### config.mk
export PLATFORM = sky130hd
export DESIGN_NAME = duty_ramp_flat
export DESIGN_NICKNAME = d
export VERILOG_FILES = /design/src/rtl/duty_ramp_if.sv /design/src/rtl/duty_ramp.sv /design/src/flat_wrapper.sv
export SDC_FILE = /design/constraint.sdc
export NUM_CORES = 1
export LEC_CHECK = 0
export CAP_MARGIN = 30
export CORE_UTILIZATION = 60
export CTS_CLUSTER_DIAMETER = 200
export DETAILED_ROUTE_END_ITERATION = 10
export PLACE_DENSITY = 0.88
export SYNTH_ARGS = -nofsm -noshare
export SYNTH_HDL_FRONTEND = slang
export SYNTH_SLANG_ARGS = --single-unit
### constraint.sdc
create_clock -name clk -period 9.7 [get_ports clk]
set_clock_uncertainty 0.1 [all_clocks]
set_input_delay 0.97 -clock clk [delete_from_list [all_inputs] [get_ports clk]]
set_output_delay 0.97 -clock clk [all_outputs]
set_load 0.05 [all_outputs]
### src/rtl/duty_ramp_if.sv
// Control/status bundle between the duty-ramp limiter and whatever programs it.
// The kill wire only exists when DUTY_RAMP_KILL_EN is defined.
interface duty_ramp_if #(
  parameter int RATE_W = 8
);
  logic [6:0]        target;
  logic              load;
  logic [RATE_W-1:0] rate;
`ifdef DUTY_RAMP_KILL_EN
  logic              kill;
`endif
  logic [6:0]        dc;
  logic              busy;
  logic              done;

`ifdef DUTY_RAMP_KILL_EN
  modport master (output target, load, rate, kill, input dc, busy, done);
  modport slave  (input target, load, rate, kill, output dc, busy, done);
`else
  modport master (output target, load, rate, input dc, busy, done);
  modport slave  (input target, load, rate, output dc, busy, done);
`endif
endinterface

### src/rtl/duty_ramp.sv
// Soft-start / slew limiter for the PWM duty input: walks dc toward a captured
// target by STEP percent every rate+1 clocks. Optional kill input: DUTY_RAMP_KILL_EN.
module duty_ramp #(
  parameter int STEP   = 1,
  parameter int RATE_W = 8
) (
  input logic       clk,
  input logic       reset,
  duty_ramp_if.slave bus
);

  typedef enum logic [1:0] {
    IDLE = 2'd0,
    UP   = 2'd1,
    DOWN = 2'd2
  } state_t;

  localparam logic [7:0] STEP_W   = 8'(STEP);
  localparam logic [6:0] DUTY_MAX = 7'd100;

  state_t            state;
  logic [6:0]        tgt_q;
  logic [6:0]        dc_q;
  logic [RATE_W-1:0] pcnt;
  logic              done_q;

  logic [6:0] tgt_clamped;
  logic [7:0] up_sum;
  logic [7:0] down_limit;
  logic [6:0] dc_step;
  logic       tick;

  // Stepping is done in 8 bits so dc+STEP cannot wrap and dc-STEP is only
  // taken when it is known to stay at or above the target.
  always_comb begin
    tgt_clamped = (bus.target > DUTY_MAX) ? DUTY_MAX : bus.target;
    up_sum      = {1'b0, dc_q} + STEP_W;
    down_limit  = {1'b0, tgt_q} + STEP_W;
    dc_step     = dc_q;
    tick        = (state != IDLE) && (pcnt == bus.rate);
    if (state == UP) begin
      dc_step = (up_sum >= {1'b0, tgt_q}) ? tgt_q : up_sum[6:0];
    end else if (state == DOWN) begin
      dc_step = ({1'b0, dc_q} <= down_limit) ? tgt_q : (dc_q - STEP_W[6:0]);
    end
  end

  // NOTE: every register here is assigned with <= so all of them sample the
  // pre-edge values; a blocking write would leak a new dc into the same edge.
  always_ff @(posedge clk or negedge reset) begin
    // NOTE: only real state registers exist here, so all are cleared
    // asynchronously; nothing in this block is memory-like.
    if (!reset) begin
      state  <= IDLE;
      tgt_q  <= '0;
      dc_q   <= '0;
      pcnt   <= '0;
      done_q <= 1'b0;
    end else begin
      done_q <= 1'b0;
`ifdef DUTY_RAMP_KILL_EN
      if (bus.kill) begin
        state <= IDLE;
        tgt_q <= '0;
        dc_q  <= '0;
        pcnt  <= '0;
      end else
`endif
      if (bus.load) begin
        // Load beats a coincident tick: direction is taken from the present dc.
        tgt_q <= tgt_clamped;
        pcnt  <= '0;
        if (tgt_clamped > dc_q)      state <= UP;
        else if (tgt_clamped < dc_q) state <= DOWN;
        else                         state <= IDLE;
      end else if (tick) begin
        pcnt <= '0;
        dc_q <= dc_step;
        if (dc_step == tgt_q) begin
          state  <= IDLE;
          done_q <= 1'b1;
        end
      end else if (state != IDLE) begin
        pcnt <= pcnt + RATE_W'(1);
      end else begin
        pcnt <= '0;
      end
    end
  end

  assign bus.dc   = dc_q;
  assign bus.busy = (state != IDLE);
  assign bus.done = done_q;

endmodule

### src/flat_wrapper.sv
// flat-port wrapper written by rule: the top's interface ports become plain ports
module duty_ramp_flat 
#(
  parameter int STEP   = 1,
  parameter int RATE_W = 8
)
  (clk, reset, bus_target, bus_load, bus_rate, bus_dc, bus_busy, bus_done);
  duty_ramp_if #(.RATE_W(RATE_W)) bus_i ();
  input logic clk;
  input logic reset;
  input wire logic [$bits(bus_i.target)-1:0] bus_target;
  input wire logic [$bits(bus_i.load)-1:0] bus_load;
  input wire logic [$bits(bus_i.rate)-1:0] bus_rate;
  output wire logic [$bits(bus_i.dc)-1:0] bus_dc;
  output wire logic [$bits(bus_i.busy)-1:0] bus_busy;
  output wire logic [$bits(bus_i.done)-1:0] bus_done;
  assign bus_i.target = bus_target;
  assign bus_i.load = bus_load;
  assign bus_i.rate = bus_rate;
  assign bus_dc = bus_i.dc;
  assign bus_busy = bus_i.busy;
  assign bus_done = bus_i.done;
  duty_ramp #(.STEP(STEP), .RATE_W(RATE_W)) u_core (.clk(clk), .reset(reset), .bus(bus_i));
endmodule
==> impl_metrics.csv, run 1 <==
group,metric,value,unit
placed_design,placed_cells,402,
placed_design,dp_hpwl,6.17,mm
sta,worst_pin_slew,0.891,ns
run,maxCapViolCount,0,
yosys,synth_area_leaders,"dfrtp_1 (23%), ha_1 (11%), xnor2_1 (5.4%)",
sta,rsz0062_at_grt,"no",
power_and_ir_drop,ir_worst_vdd,0.0854,mV
grt,grt_pass1_wl,13.0,mm
yosys,yosysMostFrequentCell,"nor2_1",
yosys,synth_edf_count,0,
sta,report.final.slew_viol_count,0,
yosys,yosysWarnings,0,
route,ant_nets,0,
finish,fill_cells,358,
sta,finalSetupTns,0,ns
clock_network,cts-root-buf,"clkbuf_8",
route,wl_per_cell,19.8,um
placed_design,gp_congestion,1.05,
yosys,ys_async_sr_fraction,100,%
clock_network,cts_resized,0,
grt,grt_pass1_vias,2602,
clock_network,cts_setup_buffers,0,
clock_network,numCtsBuffers,3,
clock_network,clkTransAtPathRegs,0.10,ns
die,fp.dieW,69.8,um
sta,final.period_utilization,40.8,%
die,rows,24,
grt,grt_usage,34.3,%
worst_setup_path,cp_data_required_time,9.81,ns
worst_setup_path,crit_path_cell_trace,"clkinv_1 -> nor3_1 -> nand3_1 -> xnor2_1 -> ha_1 -> a21o_1 -> a21oi_1 -> a221o_1 -> o32ai_1 -> or4_1 -> o2111ai_1 -> nor4_2 -> a21oi_2",
route,routed_wl,8.03,mm
worst_setup_path,cpPeakStageDelay,0.58,ns
yosys,syn_inst,346,
power_and_ir_drop,p_per_area,161,nW/um2
clock_network,clock_sinks,25,
power_and_ir_drop,leakage,1.26,nW
yosys,seq_area_frac_synth,22.7,%
sta,max-slew-margin-rel,40.5,%
yosys,synth_cell_types,68,
worst_setup_path,crit_fanout,17,
yosys,ys_ff_latch,25,
yosys,yosys.area.top_type,"dfrtp_1",
finish,n_antenna_cell,0,
finish,area_growth_syn_to_layout,9.58,%
worst_setup_path,crit_family,"compound AO/OA/AOI/OAI gates",
clock_network,cts_tree,"yes",
yosys,synthesis.nets,389,
route,drtIter0Drc,411,
sta,timing.hold.ws,0.478,ns
die,die_area,4870,um2
die,die_y,69.8,um
yosys,synth_common_cells,"nor2_1 (28), nand2_1 (27), dfrtp_1 (25), ha_1 (25), nand3_1 (23)",
yosys,synth_area_per_cell,7.96,um2
sta,fin_crit,3.96,ns
finish,multi_input_area,1930,um2
placed_design,numPortBuffers,26,
die,start_util,62.8,%
worst_setup_path,cp_data_arrival_time,4.07,ns
run_status,outcome,"completed",
grt,grt_max_degree,26,
finish,seq_area,626,um2
sta,fmax,0.253,GHz
route,drc,0,
die,fp.coreArea,4380,um2
route,first_pass_iters,5,
route,via_per_inst,6.80,
yosys,syn_area,2760,um2
finish,finalNetCount,398,
route,via_count,2762,
clock_network,clock_path_buffers,2,
clock_network,holdBufCountCts,0,
clock_network,htree_levels,1,
die,boundaryPins,27,
sta,finalHoldViolCount,0,
worst_setup_path,critPathBufInv,1,
finish,drive_gt1_share,6.21,%
yosys,synthFlopType,"dfrtp_1",
worst_setup_path,path_class,"reg -> reg",
grt,antenna_found_initial,0,
clock_network,clk-insertion-delay-late,0.28,ns
finish,instances_no_fill,406,
min_path,min_path_type,"reg -> reg",
worst_setup_path,critPathSlowestCell,"a221o_1",
sta,finalSetupViolCount,0,
worst_setup_path,critPathLaunchType,"flop",
grt,gr-total-overflow,0,
worst_setup_path,crit_path_end_kind,"flop",
yosys,netlist.area_leader.share,22.7,%
-- worst reg2reg max path, delay by kind of cell, from the launching register on --
kind,cells,cell delay [ns]
and+or+nand+nor,4,1.12
DFF,1,0.46
xor gates and xnor gates,1,0.16
buffers and inverters,1,0.33
adders and majority gates,1,0.31
AOI/OAI and AO/OA,6,1.41
-- report_power, final --
group | internal, mW | switching (mW)
clock | 0.0293 | 0.0382
combinational | 0.105 | 0.165
sequential | 0.114 | 0.0351
-- final cells by class --
type | count | area share [%]
Multi-Input combinational cell | 278 | 64.0
Sequential cell | 25 | 20.7
Timing Repair Buffer | 28 | 9.12
Inverter | 19 | 2.36
Tap cell | 52 | 2.15
Clock buffer | 3 | 1.37
Clock inverter | 1 | 0.249
-- stage by stage --
step | area [um2] | setup slack, ns | util (%) | total power [mW]
3_5_place_dp | 2970 | 5.84 | 67.8 | 0.411
2_1_floorplan | 2760 | 6.34 | - | 0.341
4_1_cts | 3020 | 5.84 | 68.9 | 0.477
3_3_place_gp | 2970 | 5.84 | 67.8 | 0.408
5_1_grt | 3020 | 5.58 | 68.9 | 0.512
6_report | 3020 | 5.74 | 68.9 | 0.487
-- metal layers --
metal	vias to the layer above	global-route usage, %	routed length, um
met1	1243	47.5	3100
met4	0	11.1	288
met5	-	0	0
li1	1271	-	-
met2	215	55.9	3630
met3	33	4.07	1010
-- placed cells by master (no fill, tap or decap), types with 4 or more instances in the layout --
| cell | synthesis | layout |
|---|---|---|
| and2_1 | 4 | 4 |
| nand3_1 | 23 | 23 |
| o21ai_0 | 21 | 21 |
| nor4_1 | 5 | 5 |
| a31oi_1 | 5 | 5 |
| xnor2_1 | 17 | 17 |
| xor2_1 | 14 | 14 |
| dfrtp_1 | 25 | 25 |
| nand2b_1 | 5 | 5 |
| nor2_1 | 28 | 28 |
| inv_1 | 17 | 17 |
| o22ai_1 | 4 | 4 |
| nor2b_1 | 4 | 4 |
| a21oi_1 | 19 | 19 |
| nand2_1 | 27 | 27 |
| ha_1 | 25 | 25 |
| nor3_1 | 11 | 11 |
| clkdlybuf4s50_1 | 0 | 26 |
-- cells by family (layout without fill, tap and decap cells) --
| group | count (synthesis) | in the layout | synth area share (%) |
|---|---|---|---|
| flops | 25 | 25 | 22.7 |
| xor+xnor | 31 | 31 | 9.85 |
| mux | 4 | 4 | 1.54 |
| compound gates | 88 | 88 | 22.6 |
| buf+inv | 43 | 51 | 7.13 |
| simple gates | 130 | 130 | 24.8 |
| fa+ha+maj | 25 | 25 | 11.4 |
-- sequential cells by signal (all words and copies together) (netlist names) --
signal and cells:
u_core.bus.dc 7, u_core.bus.done 1, u_core.pcnt 8, u_core.state 2, u_core.tgt_q 7
-- final timing paths --
kind / cells past startpoint / start / slack (ns) / endpoint
setup / recovery: 13 / u_core.tgt_q[4] / 5.74 / u_core.state[0]
setup reg to reg: 13 / u_core.tgt_q[4] / 5.74 / u_core.state[0]
hold reg to reg: 1 / u_core.pcnt[0] / 0.48 / u_core.pcnt[0]
hold / removal: 1 / u_core.pcnt[0] / 0.48 / u_core.pcnt[0]
min in group asynchronous: 2 / reset / 0.94 / u_core.bus.dc[3]
max in group asynchronous: 2 / reset / 8.30 / u_core.bus.done
Power figures use the tool's default switching activity.
==> run 2: changes to the inputs <==
- CORE_UTILIZATION: 60 -> 53
- PLACE_DENSITY: 0.88 -> 0.83
- clock period: 9.7 -> 3.4 ns (I/O delays scaled with it)
==> impl_metrics.csv, run 2 (synthesis gave the netlist of run 1 again) <==
group,metric,value,unit
run_status,outcome,"completed",
route,drc,0,
worst_setup_path,cp_data_required_time,3.46,ns
worst_setup_path,crit_path_frequent_cell,"ha_1",
clock_network,clock_path_buffers,2,
worst_setup_path,reg2regPathDepth,11,
clock_network,clk-insertion-delay-late,0.28,ns
clock_network,clock_sinks,25,
finish,area_growth_syn_to_layout,21.7,%
sta,finalSetupViolCount,0,
finish,finalNetCount,428,
power_and_ir_drop,p_sw,0.714,mW
worst_setup_path,r2r_setup_slack,0.15,ns
power_and_ir_drop,p_per_area,449,nW/um2
finish,mostFrequentLayoutCell,"buf_4",
route,wl_per_cell,19.4,um
finish,largest_reg_flops,8,
route,first_pass_iters,5,
sta,fmax,0.308,GHz
finish,top_register,"u_core.pcnt",
grt,grt_pass1_wl,13.9,mm
finish,drive_gt1_share,16.1,%
die,boundaryPins,27,
sta,timing.hold.ws,0.297,ns
power_and_ir_drop,p_clk_share,12.6,%
grt,grt_usage,33.7,%
route,drtIter0Drc,378,
sta,final.period_utilization,95.6,%
power_and_ir_drop,seqPwrFrac,26.1,%
grt,antenna_found_initial,0,
power_and_ir_drop,power.share.combinational,61.4,%
die,fp.coreArea,4850,um2
grt,grt_max_degree,19,
grt,grt_pass1_vias,2872,
min_path,min_path_type,"in -> async",
clock_network,numCtsBuffers,3,
power_and_ir_drop,internal_power,0.792,mW
worst_setup_path,path_class,"reg -> reg",
route,wl_met1,3.49,mm
clock_network,cts-root-buf,"clkbuf_8",
route,via_per_inst,6.67,
route,via_count,3008,
power_and_ir_drop,power,1.51,mW
power_and_ir_drop,leakage,1.44,nW
sta,report.final.slew_viol_count,0,
worst_setup_path,crit_path_end_kind,"flop",
run,maxCapViolCount,0,
sta,worst_pin_slew,0.522,ns
route,ant_nets,0,
die,die_area,5490,um2
sta,finalHoldViolCount,0,
clock_network,cts_tree,"yes",
worst_setup_path,critPathLaunchType,"flop",
worst_setup_path,reg2reg_to,"u_core.state[1]",
clock_network,htree_levels,1,
sta,max-slew-margin-rel,65.1,%
power_and_ir_drop,ir_worst_vdd,0.225,mV
route,dr_wl_met3,1.05,mm
worst_setup_path,crit_path_cell_trace,"inv_1 -> ha_1 -> ha_1 -> a2111oi_4 -> nor3_4 -> buf_4 -> o211ai_2 -> nor4b_4 -> o221ai_1 -> nor4_4 -> nor2_1",
clock_network,clkTransAtPathRegs,0.10,ns
worst_setup_path,r2r_start,"u_core.bus.dc[1]",
die,start_util,56.8,%
worst_setup_path,critPathSlowestCell,"dfrtp_2",
power_and_ir_drop,p_sw_share,47.4,%
placed_design,dp_hpwl,6.68,mm
worst_setup_path,cpPeakStageDelay,0.47,ns
placed_design,gp_congestion,1.01,
sta,fin_crit,3.25,ns
die,fp.dieW,74.1,um
die,die_y,74.1,um
finish,fill_cells,393,
route,dr_wl_met2,3.92,mm
grt,gr-total-overflow,0,
placed_design,numPortBuffers,26,
finish,n_antenna_cell,0,
finish,final_cell_mix,"buf_4 (29), nor2_1 (27), nand2_1 (26), clkdlybuf4s50_1 (26), ha_1 (24)",
route,topRoutingLayerUsed,"met4",
die,rows,25,
route,routed_wl,8.74,mm
clock_network,holdBufCountCts,0,
worst_setup_path,crit_fanout,7,
worst_setup_path,cp_data_arrival_time,3.31,ns
run 2: critical path: cells and delay by family, from the launching register on:
kind	cells	cell delay, ns
DFF	1	0.47
and+or+nand+nor	4	0.79
AOI/OAI and AO/OA	3	0.82
adders and majority gates	2	0.61
buffers and inverters	2	0.35
run 2: power groups by stage:
stage	sequential [mW]	clock, mW	combinational [mW]
floorplan	0.396	0	0.578
CTS	0.386	0.191	0.858
finish	0.392	0.189	0.924
global route	0.393	0.206	0.993
global placement	0.390	0	0.838
detailed placement	0.392	0	0.850
run 2: worst max-delay path by stage:
stage | startpoint | end | slack, ns | cells past startpoint
detailed placement | u_core.bus.dc[0] | u_core.state[1] | 0.02 | 11
floorplan | u_core.bus.dc[2] | u_core.state[1] | 0.04 | 14
global placement | u_core.bus.dc[0] | u_core.state[1] | 0.15 | 11
CTS | u_core.bus.dc[0] | u_core.state[1] | 0.02 | 12
global route | u_core.tgt_q[4] | u_core.state[1] | -0.02 | 13
finish | u_core.bus.dc[1] | u_core.state[1] | 0.15 | 11
run 2: per-layer routing:
layer  vias up  GRT usage [%]
met1      1421           45.4
met2       216           55.2
met4         0           11.3
met5         -              0
met3        37           5.42
li1       1334              -
run 2: repair_timing:
action                                  in CTS  in global routing
setup buffers                                0                  2
pin swaps                                    0                  4
endpoints found under the setup margin       1                  4
resized for setup                            1                 14
cloned                                       0                  1
run 2: layout make-up:
class | instances | area (um2) | share of cell area (%)
flip-flops and latches | 25 | 629 | 18.8
well taps | 67 | 83.8 | 2.50
multi-input cells | 279 | 2000 | 59.7
inverters | 19 | 71.3 | 2.13
clock buffers | 3 | 41.3 | 1.23
repair buffers | 57 | 517 | 15.4
clock inverters | 1 | 8.76 | 0.261
run 2: metrics by stage:
stage | std cells | setup slack, ns | instance area, um2 | TNS (ns) | util, %
floorplan | 346 | 0.0376 | 2760 | 0 | -
global placement | 443 | 0.151 | 3180 | 0 | 65.7
detailed placement | 444 | 0.0163 | 3210 | 0 | 66.2
CTS | 448 | 0.0226 | 3270 | 0 | 67.4
global route | 451 | -0.0228 | 3350 | -0.0228 | 69.1
finish | 451 | 0.150 | 3350 | 0 | 69.1
